==> src/rtl/battle_pkg.sv <==
// Shared types and screen geometry for the battle game sprite path.
// Direction encoding is common to tank and missile.
package battle_pkg;

  typedef enum logic [1:0] {
    UP    = 2'b00,
    RIGHT = 2'b01,
    DOWN  = 2'b10,
    LEFT  = 2'b11
  } dir_t;

  typedef enum logic [1:0] {
    IDLE    = 2'd0,
    FLYING  = 2'd1,
    EXPLODE = 2'd2
  } missile_state_t;

  localparam int SCREEN_W = 640;
  localparam int SCREEN_H = 480;

endpackage

==> src/rtl/missile_next_pos.sv <==
// Steps a square sprite by a signed amount along a direction and
// flags when the stepped square is no longer fully on screen.
module missile_next_pos
  import battle_pkg::*;
#(
  parameter int MISSILE_SIZE = 8
) (
  input  logic signed [11:0] posX,
  input  logic signed [11:0] posY,
  input  dir_t               dir,
  input  logic signed [11:0] step,
  output logic [10:0]        nextX,
  output logic [10:0]        nextY,
  output logic               oob
);

  logic signed [11:0] nx;
  logic signed [11:0] ny;
  int xi;
  int yi;

  // move the position one step along the direction
  always_comb begin
    nx = posX;
    ny = posY;
    unique case (dir)
      UP:    ny = posY - step;
      RIGHT: nx = posX + step;
      DOWN:  ny = posY + step;
      LEFT:  nx = posX - step;
    endcase
  end

  // whole square must stay on screen; negative wraps show as < 0
  always_comb begin
    xi  = int'(nx);
    yi  = int'(ny);
    oob = (xi < 0) || (yi < 0)
       || (xi + MISSILE_SIZE > SCREEN_W)
       || (yi + MISSILE_SIZE > SCREEN_H);
  end

  assign nextX = nx[10:0];
  assign nextY = ny[10:0];

endmodule

==> src/rtl/missile_move_controller.sv <==
// Missile movement stage: spawn at tank muzzle, fly once per frame,
// exit on screen edge, explode on collision, then rearm.
module missile_move_controller
  import battle_pkg::*;
#(
  parameter int SPEED          = 4,
  parameter int MISSILE_SIZE   = 8,
  parameter int TANK_SIZE      = 32,
  parameter int EXPLODE_FRAMES = 8
) (
  input  logic        clk,
  input  logic        resetN,
  input  logic        startOfFrame,
  input  logic        fire,
  input  logic [10:0] tankTopLeftX,
  input  logic [10:0] tankTopLeftY,
  input  logic [1:0]  tankDir,
  input  logic        collision,
  output logic [10:0] topLeftX,
  output logic [10:0] topLeftY,
  output logic [1:0]  dir,
  output logic        active,
  output logic        exploding,
  output logic        fireAck
);

  localparam logic signed [11:0] CO = 12'((TANK_SIZE - MISSILE_SIZE) / 2);
  localparam logic signed [11:0] TS = 12'(TANK_SIZE);
  localparam logic signed [11:0] MS = 12'(MISSILE_SIZE);
  localparam logic signed [11:0] SP = 12'(SPEED);
  localparam logic [7:0]         LAST = 8'(EXPLODE_FRAMES - 1);

  missile_state_t state, state_n;
  logic [10:0] x_n, y_n;
  logic [1:0]  dir_n;
  logic        active_n, expl_n, ack_n;
  logic        col_flag, flag_n;
  logic [7:0]  cnt, cnt_n;

  logic signed [11:0] tx, ty, sx, sy;
  logic [10:0] sp_x, sp_y, mv_x, mv_y;
  logic        sp_oob, mv_oob;

  assign tx = $signed({1'b0, tankTopLeftX});
  assign ty = $signed({1'b0, tankTopLeftY});

  // muzzle point on the tank edge facing the fire direction
  always_comb begin
    sx = tx;
    sy = ty;
    unique case (dir_t'(tankDir))
      UP:    begin sx = tx + CO; sy = ty - MS; end
      RIGHT: begin sx = tx + TS; sy = ty + CO; end
      DOWN:  begin sx = tx + CO; sy = ty + TS; end
      LEFT:  begin sx = tx - MS; sy = ty + CO; end
    endcase
  end

  missile_next_pos #(.MISSILE_SIZE(MISSILE_SIZE)) u_spawn (
    .posX  (sx),
    .posY  (sy),
    .dir   (dir_t'(tankDir)),
    .step  (12'sd0),
    .nextX (sp_x),
    .nextY (sp_y),
    .oob   (sp_oob)
  );

  missile_next_pos #(.MISSILE_SIZE(MISSILE_SIZE)) u_move (
    .posX  ($signed({1'b0, topLeftX})),
    .posY  ($signed({1'b0, topLeftY})),
    .dir   (dir_t'(dir)),
    .step  (SP),
    .nextX (mv_x),
    .nextY (mv_y),
    .oob   (mv_oob)
  );

  // state and output registers
  always_ff @(posedge clk or negedge resetN) begin
    if (!resetN) begin
      state     <= IDLE;
      topLeftX  <= '0;
      topLeftY  <= '0;
      dir       <= '0;
      active    <= 1'b0;
      exploding <= 1'b0;
      fireAck   <= 1'b0;
      col_flag  <= 1'b0;
      cnt       <= '0;
    end else begin
      state     <= state_n;
      topLeftX  <= x_n;
      topLeftY  <= y_n;
      dir       <= dir_n;
      active    <= active_n;
      exploding <= expl_n;
      fireAck   <= ack_n;
      col_flag  <= flag_n;
      cnt       <= cnt_n;
    end
  end

  // next state; collision beats edge exit on the same frame
  always_comb begin
    state_n  = state;
    x_n      = topLeftX;
    y_n      = topLeftY;
    dir_n    = dir;
    active_n = active;
    expl_n   = exploding;
    ack_n    = 1'b0;
    flag_n   = 1'b0;
    cnt_n    = cnt;
    unique case (state)
      IDLE: begin
        if (fire && !sp_oob) begin
          state_n  = FLYING;
          x_n      = sp_x;
          y_n      = sp_y;
          dir_n    = tankDir;
          active_n = 1'b1;
          ack_n    = 1'b1;
        end
      end
      FLYING: begin
        flag_n = col_flag | collision;
        if (startOfFrame) begin
          flag_n = 1'b0;
          if (col_flag || collision) begin
            state_n = EXPLODE;
            expl_n  = 1'b1;
            cnt_n   = '0;
          end else if (mv_oob) begin
            state_n  = IDLE;
            active_n = 1'b0;
          end else begin
            x_n = mv_x;
            y_n = mv_y;
          end
        end
      end
      EXPLODE: begin
        if (startOfFrame) begin
          if (cnt == LAST) begin
            state_n  = IDLE;
            active_n = 1'b0;
            expl_n   = 1'b0;
          end else begin
            cnt_n = cnt + 8'd1;
          end
        end
      end
      default: state_n = IDLE;
    endcase
  end

endmodule

==> config.mk <==
export PLATFORM = sky130hd
export DESIGN_NAME = missile_move_controller
export DESIGN_NICKNAME = d
export VERILOG_FILES = /design/src/rtl/battle_pkg.sv /design/src/rtl/missile_next_pos.sv /design/src/rtl/missile_move_controller.sv
export SDC_FILE = /design/constraint.sdc
export NUM_CORES = 1
export LEC_CHECK = 0
export ABC_AREA = 1
export BUFFER_PORTS_ARGS = -buffer_cell sky130_fd_sc_hd__buf_2
export CAP_MARGIN = 30
export CORE_UTILIZATION = 38
export CTS_CLUSTER_SIZE = 10
export DETAILED_ROUTE_END_ITERATION = 10
export SYNTH_ARGS = -nofsm -noshare
export SYNTH_HDL_FRONTEND = slang
export SYNTH_HIERARCHICAL = 1
export SYNTH_SLANG_ARGS = --single-unit
==> constraint.sdc <==
create_clock -name clk -period 9.4 [get_ports clk]
set_input_delay 0.47 -clock clk [delete_from_list [all_inputs] [get_ports clk]]
set_output_delay 0.47 -clock clk [all_outputs]
set_load 0.005 [all_outputs]
==> results of run 1 <==
## worst register-to-register path: cells and delay by family (launching register included)
family / cells / cell delay, ps
adders and majority gates: 2 / 670
AOI/OAI and AO/OA: 4 / 640
buffers and inverters: 3 / 870
DFF: 1 / 350
and+or+nand+nor: 14 / 2300
## cell usage in the layout, fill, tap and decap left out, types with 34 or more instances in the layout
cell,synthesis,layout
nand3_1,159,159
ha_1,67,67
dfrtp_1,38,38
a21oi_1,34,34
nand2_1,449,449
conb_1,2,101
buf_2,10,55
nor2_1,105,105
inv_1,209,209
o21ai_0,82,82
## metrics by stage
stage / setup slack [ps] / area [um2] / std cells / util / power [W]
floorplan: 5640 / 8300 / 1489 / - / 0.00167
global placement: 4190 / 8720 / 1785 / 0.428 / 0.00198
detailed placement: 3950 / 8720 / 1785 / 0.428 / 0.00200
CTS: 4230 / 8870 / 1793 / 0.435 / 0.00218
global route: 3610 / 8870 / 1793 / 0.435 / 0.00247
finish: 4260 / 8870 / 1793 / 0.435 / 0.00218
## worst min path at each step
| stage | start | slack [ps] | cells past startpoint | to |
|---|---|---|---|---|
| after global placement | active | 450 | 2 | active |
| after CTS | resetN | 330 | 1 | exploding |
| final | resetN | 300 | 1 | cnt[6] |
| after detailed placement | active | 460 | 2 | active |
| after global routing | resetN | 390 | 1 | cnt[6] |
| after floorplan | resetN | 170 | 0 | active |
## sequential cells by signal, summed over array words and instances (netlist names), 2 cells and up
signal / count
cnt: 8
topLeftX: 11
dir: 2
topLeftY: 11
state: 2
## layout make-up
class	instances	share of cell area
Clock buffer	7	0.0161
Sequential cell	38	0.107
Clock inverter	1	0.000564
Tap cell	270	0.0381
Multi-Input combinational cell	1203	0.713
Timing Repair Buffer	57	0.0327
Inverter	217	0.0922
## cells by family (layout without fill, tap and decap cells)
family	after synthesis	in the layout	share of synthesized area
compound gates	164	164	0.121
mux	23	23	0.0290
xor+xnor	23	23	0.0254
other cells	2	101	0.000947
flops	38	38	0.120
buf+inv	248	282	0.129
simple gates	821	821	0.458
fa+ha+maj	71	71	0.116
## where the power goes
part,total (W),internal [W],switching (W)
Clock,0.000171,0.000105,0.0000660
Combinational,0.00171,0.000619,0.00109
Sequential,0.000302,0.000226,0.0000764
## cells in the mapped netlist (10+ instances only)
master | number | area share
nand2_1 | 449 | 0.21
inv_1 | 209 | 0.099
nand3_1 | 159 | 0.10
nor2_1 | 105 | 0.050
o21ai_0 | 82 | 0.052
ha_1 | 67 | 0.11
dfrtp_1 | 38 | 0.12
a21oi_1 | 34 | 0.021
nand4_1 | 25 | 0.020
mux2i_1 | 23 | 0.029
o21ai_2 | 23 | 0.025
nand2_2 | 20 | 0.016
xor2_1 | 17 | 0.019
or2_2 | 16 | 0.013
buf_2 | 10 | 0.0063
## routing by layer
| layer | global-route usage | routed length, um | vias to the layer above |
|---|---|---|---|
| li1 | - | - | 4614 |
| met1 | 0.284 | 10600 | 3522 |
| met2 | 0.337 | 9130 | 124 |
| met3 | 0.0100 | 525 | 12 |
| met4 | 0.0380 | 208 | 0 |
| met5 | 0 | 0 | - |
==> impl_metrics.env, run 1 <==
export IMPL_status="finished, final reports clean"
export IMPL_crit_start="tankDir[0]"
export IMPL_reg2reg_slack_ps=4430
export IMPL_fin_worst_skew_ps=6.80
export IMPL_arrival_ps=5290
export IMPL_initial_core_util=0.389
export IMPL_synth_cell_types=50
export IMPL_yosysWarnings=6
export IMPL_rsz0062_at_grt="false"
export IMPL_drt_iter0_drc=508
export IMPL_fmax_mhz=195
export IMPL_grt_total_usage=0.201
export IMPL_ys_flop_type="dfrtp_1"
export IMPL_dpl_hpwl_mm=17.0
export IMPL_cts_setup_buffers=0
export IMPL_syn_area_per_cell_um2=5.70
export IMPL_path_clk_slew_ps=60
export IMPL_cp_required_ps=9550
export IMPL_crit_path_end="topLeftY[8]"
export IMPL_routed_wl_mm=20.4
export IMPL_r2r_start="dir[0]"
export IMPL_cp_start_kind="input port"
export IMPL_ys_ff_latch=38
export IMPL_tns_ps=0
export IMPL_timing_rr_end="topLeftY[8]"
export IMPL_crit_type="in2reg"
export IMPL_num_vias=8272
export IMPL_dieHeight_um=146
export IMPL_std_cell_rows=52
export IMPL_seqCellArea_um2=951
export IMPL_crit_buf_inv=3
export IMPL_cts_resized=0
export IMPL_hold_class="in2async"
export IMPL_remaining_drc_errors=0
export IMPL_cts_tree="built"
export IMPL_end_kind="flop"
export IMPL_grt_antenna_before_repair=0
export IMPL_clk_insertion_delay_late_ps=290
export IMPL_die_area_um2=21400
export IMPL_firstDrtPassIters=7
export IMPL_cts_buffers=5
export IMPL_crit_family="simple AND/OR/NAND/NOR gates"
export IMPL_leakagePower_nw=5.12
export IMPL_core_um2=20400
export IMPL_setup_violations_final=0
export IMPL_crit_path_max_fanout=44
export IMPL_ant_nets=0
export IMPL_fin_nets=1622
export IMPL_hold_violations=0
export IMPL_async_flop_share=1.00
export IMPL_slew_violations=0
export IMPL_synth_edff_count=0
export IMPL_min_period_over_period=0.546
export IMPL_slew_headroom=0.414
export IMPL_cts_max_path_buffers=2
export IMPL_clockRootBuffer="clkbuf_16"
export IMPL_cts_htree_levels=2
export IMPL_grt_max_degree=45
export IMPL_cts_sinks=38
export IMPL_insertedDiodeCount=0
export IMPL_hold_buffers=0
export IMPL_dieWidth_um=146
export IMPL_cpPeakStageDelay_ps=590
export IMPL_cp_slowest_cell="buf_2"
export IMPL_fill_cells=2237
export IMPL_power_density_nw_per_um2=246
export IMPL_portBuffers=55
export IMPL_worst_slew_pin_slew_ps=879
export IMPL_ir_worst_vdd_mv=0.0953
export IMPL_whs_ps=299
export IMPL_ios=56
export IMPL_crit_top_cell="nand2_1"
export IMPL_gp_congestion=0.867
export IMPL_post_drt_wl_per_cell_um=11.4
export IMPL_grt_overflow=0
export IMPL_crit_cells=30
export IMPL_multi_input_area_um2=6320
export IMPL_r2r_cells=23
export IMPL_area_growth_pct=11.8
export IMPL_drt_vias_per_instance=4.61
export IMPL_syn_cell_area_um2=7930
export IMPL_syn_inst=1390
export IMPL_grt_pass1_vias=7697
export IMPL_synth_seq_area_share=0.120
export IMPL_drive_gt1_frac=0.103
export IMPL_period_minus_slack_ps=5140
export IMPL_max_cap_violations=0
export IMPL_grt_pass1_wl_mm=36.1
No activity file was read; power rests on OpenSTA's default activity.
==> inputs of run 2 (changes only) <==
- clock period: 9.4 -> 4.35 ns (I/O delays scaled with it)
==> run 2 against run 1 <==
  * Wire length shrank 0.73%
  * Highest routed layer unchanged
  * Die area unchanged
  * Clock skew decreased by 1.4 ps
  * Combinational power grew 120%
  * Utilization up 0.33 points
  * Non-clock buffer count rose by 9
  * Global-route usage fell by 0.45 points
  * Flip-flop and latch count stayed put
  * Register-to-register slack got worse by 4000 ps
==> impl_metrics.env, run 2 (synthesis gave the netlist of run 1 again) <==
export IMPL_arrival_ps=4090
export IMPL_dieWidth_um=146
export IMPL_die_area_um2=21400
export IMPL_hold_buffers=0
export IMPL_ios=56
export IMPL_cts_max_path_buffers=2
export IMPL_path_clk_slew_ps=60
export IMPL_whs_ps=53.3
export IMPL_grt_overflow=0
export IMPL_stdcell_count=1802
export IMPL_crit_family="simple AND/OR/NAND/NOR gates"
export IMPL_cp_slowest_cell="ha_1"
export IMPL_clockRootBuffer="clkbuf_16"
export IMPL_grt_antenna_before_repair=0
export IMPL_fin_ws_ps=406
export IMPL_cts_tree="built"
export IMPL_preCtsSetupSlack_ps=283
export IMPL_cts_sinks=38
export IMPL_cts_setup_buffers=0
export IMPL_initial_core_util=0.389
export IMPL_status="finished, final reports clean"
export IMPL_crit_top_cell="nand2_1"
export IMPL_drive_gt1_frac=0.108
export IMPL_insertedDiodeCount=0
export IMPL_hold_class="in2async"
export IMPL_layout_common_cells="nand2_1, inv_1, nand3_1"
export IMPL_layout_commonest_cell="nand2_1"
export IMPL_min_period_over_period=0.907
export IMPL_worst_slew_pin_slew_ps=879
export IMPL_fill_cells=2251
export IMPL_tns_ps=0
export IMPL_dpl_hpwl_mm=17.0
export IMPL_routed_wl_mm=20.3
export IMPL_fmax_mhz=254
export IMPL_max_cap_violations=0
export IMPL_hold_violations=0
export IMPL_fin_nets=1631
export IMPL_crit_path_max_fanout=44
export IMPL_end_kind="flop"
export IMPL_slew_headroom=0.414
export IMPL_ir_worst_vdd_mv=0.263
export IMPL_power_density_nw_per_um2=531
export IMPL_leakagePower_nw=5.16
export IMPL_slew_violations=0
export IMPL_cts_htree_levels=2
export IMPL_grt_pass1_wl_mm=35.2
export IMPL_dieHeight_um=146
export IMPL_cpPeakStageDelay_ps=370
export IMPL_cts_resized=0
export IMPL_std_cell_rows=52
export IMPL_remaining_drc_errors=0
export IMPL_core_um2=20400
export IMPL_drt_iter0_drc=428
export IMPL_grt_pass1_vias=7487
export IMPL_ant_nets=0
export IMPL_cts_buffers=5
export IMPL_crit_type="reg2reg"
export IMPL_area_growth_pct=12.7
export IMPL_drt_vias_per_instance=4.67
export IMPL_post_drt_wl_per_cell_um=11.2
export IMPL_cp_required_ps=4500
export IMPL_period_minus_slack_ps=3940
export IMPL_reg_top3="topLeftX x11, topLeftY x11, cnt x8"
export IMPL_grt_max_degree=45
export IMPL_gp_congestion=0.870
export IMPL_setup_violations_final=0
export IMPL_clk_insertion_delay_late_ps=280
export IMPL_grt_total_usage=0.196
export IMPL_dp_cells=1794
export IMPL_portBuffers=55
export IMPL_cp_start_kind="flop"
export IMPL_fin_worst_skew_ps=5.40
export IMPL_firstDrtPassIters=5
export IMPL_num_vias=8414
export IMPL_crit_buf_inv=6
export IMPL_rsz0062_at_grt="false"
export IMPL_fin_util=0.439
[run 2: routing by layer]
| metal | global-route usage | share of wire | wire length (um) | up-vias |
|---|---|---|---|---|
| li1 | - | - | - | 4637 |
| met1 | 0.284 | 0.52 | 10500 | 3637 |
| met2 | 0.323 | 0.44 | 8960 | 131 |
| met3 | 0.0100 | 0.029 | 594 | 9 |
| met4 | 0.0349 | 0.010 | 202 | 0 |
| met5 | 0 | 0 | 0 | - |
[run 2: final cells by class]
cell class | count | area, um2 | area share
multi-input combinational | 1203 | 6320 | 0.708
sequential | 38 | 951 | 0.106
inverter | 217 | 817 | 0.0915
timing repair buffer | 66 | 358 | 0.0401
tap | 270 | 338 | 0.0378
clock buffer | 7 | 143 | 0.0160
clock inverter | 1 | 5.00 | 0.000560
[run 2: worst paths after layout]
path	endpoint	from	cells after the start	slack [ps]
min in group clk	col_flag	startOfFrame	2	120
hold reg to reg	active	active	2	480
hold / removal	cnt[5]	resetN	1	50
max in group asynchronous	topLeftY[1]	resetN	1	3730
setup reg to reg	topLeftX[2]	dir[0]	26	410
setup / recovery	topLeftX[2]	dir[0]	26	410
[run 2: power by group]
group          switching (W)  total [W]  leakage [nW]  internal (W)
clock               0.000142   0.000369        0.0739      0.000227
sequential          0.000165   0.000653         0.488      0.000488
combinational        0.00236    0.00372          4.60       0.00136
[run 2: through the flow]
step                power (W)  cell area [um2]
CTS                   0.00474             8930
finish                0.00475             8930
global route          0.00539             8930
floorplan             0.00361             8300
global placement      0.00430             8790
detailed placement    0.00434             8790
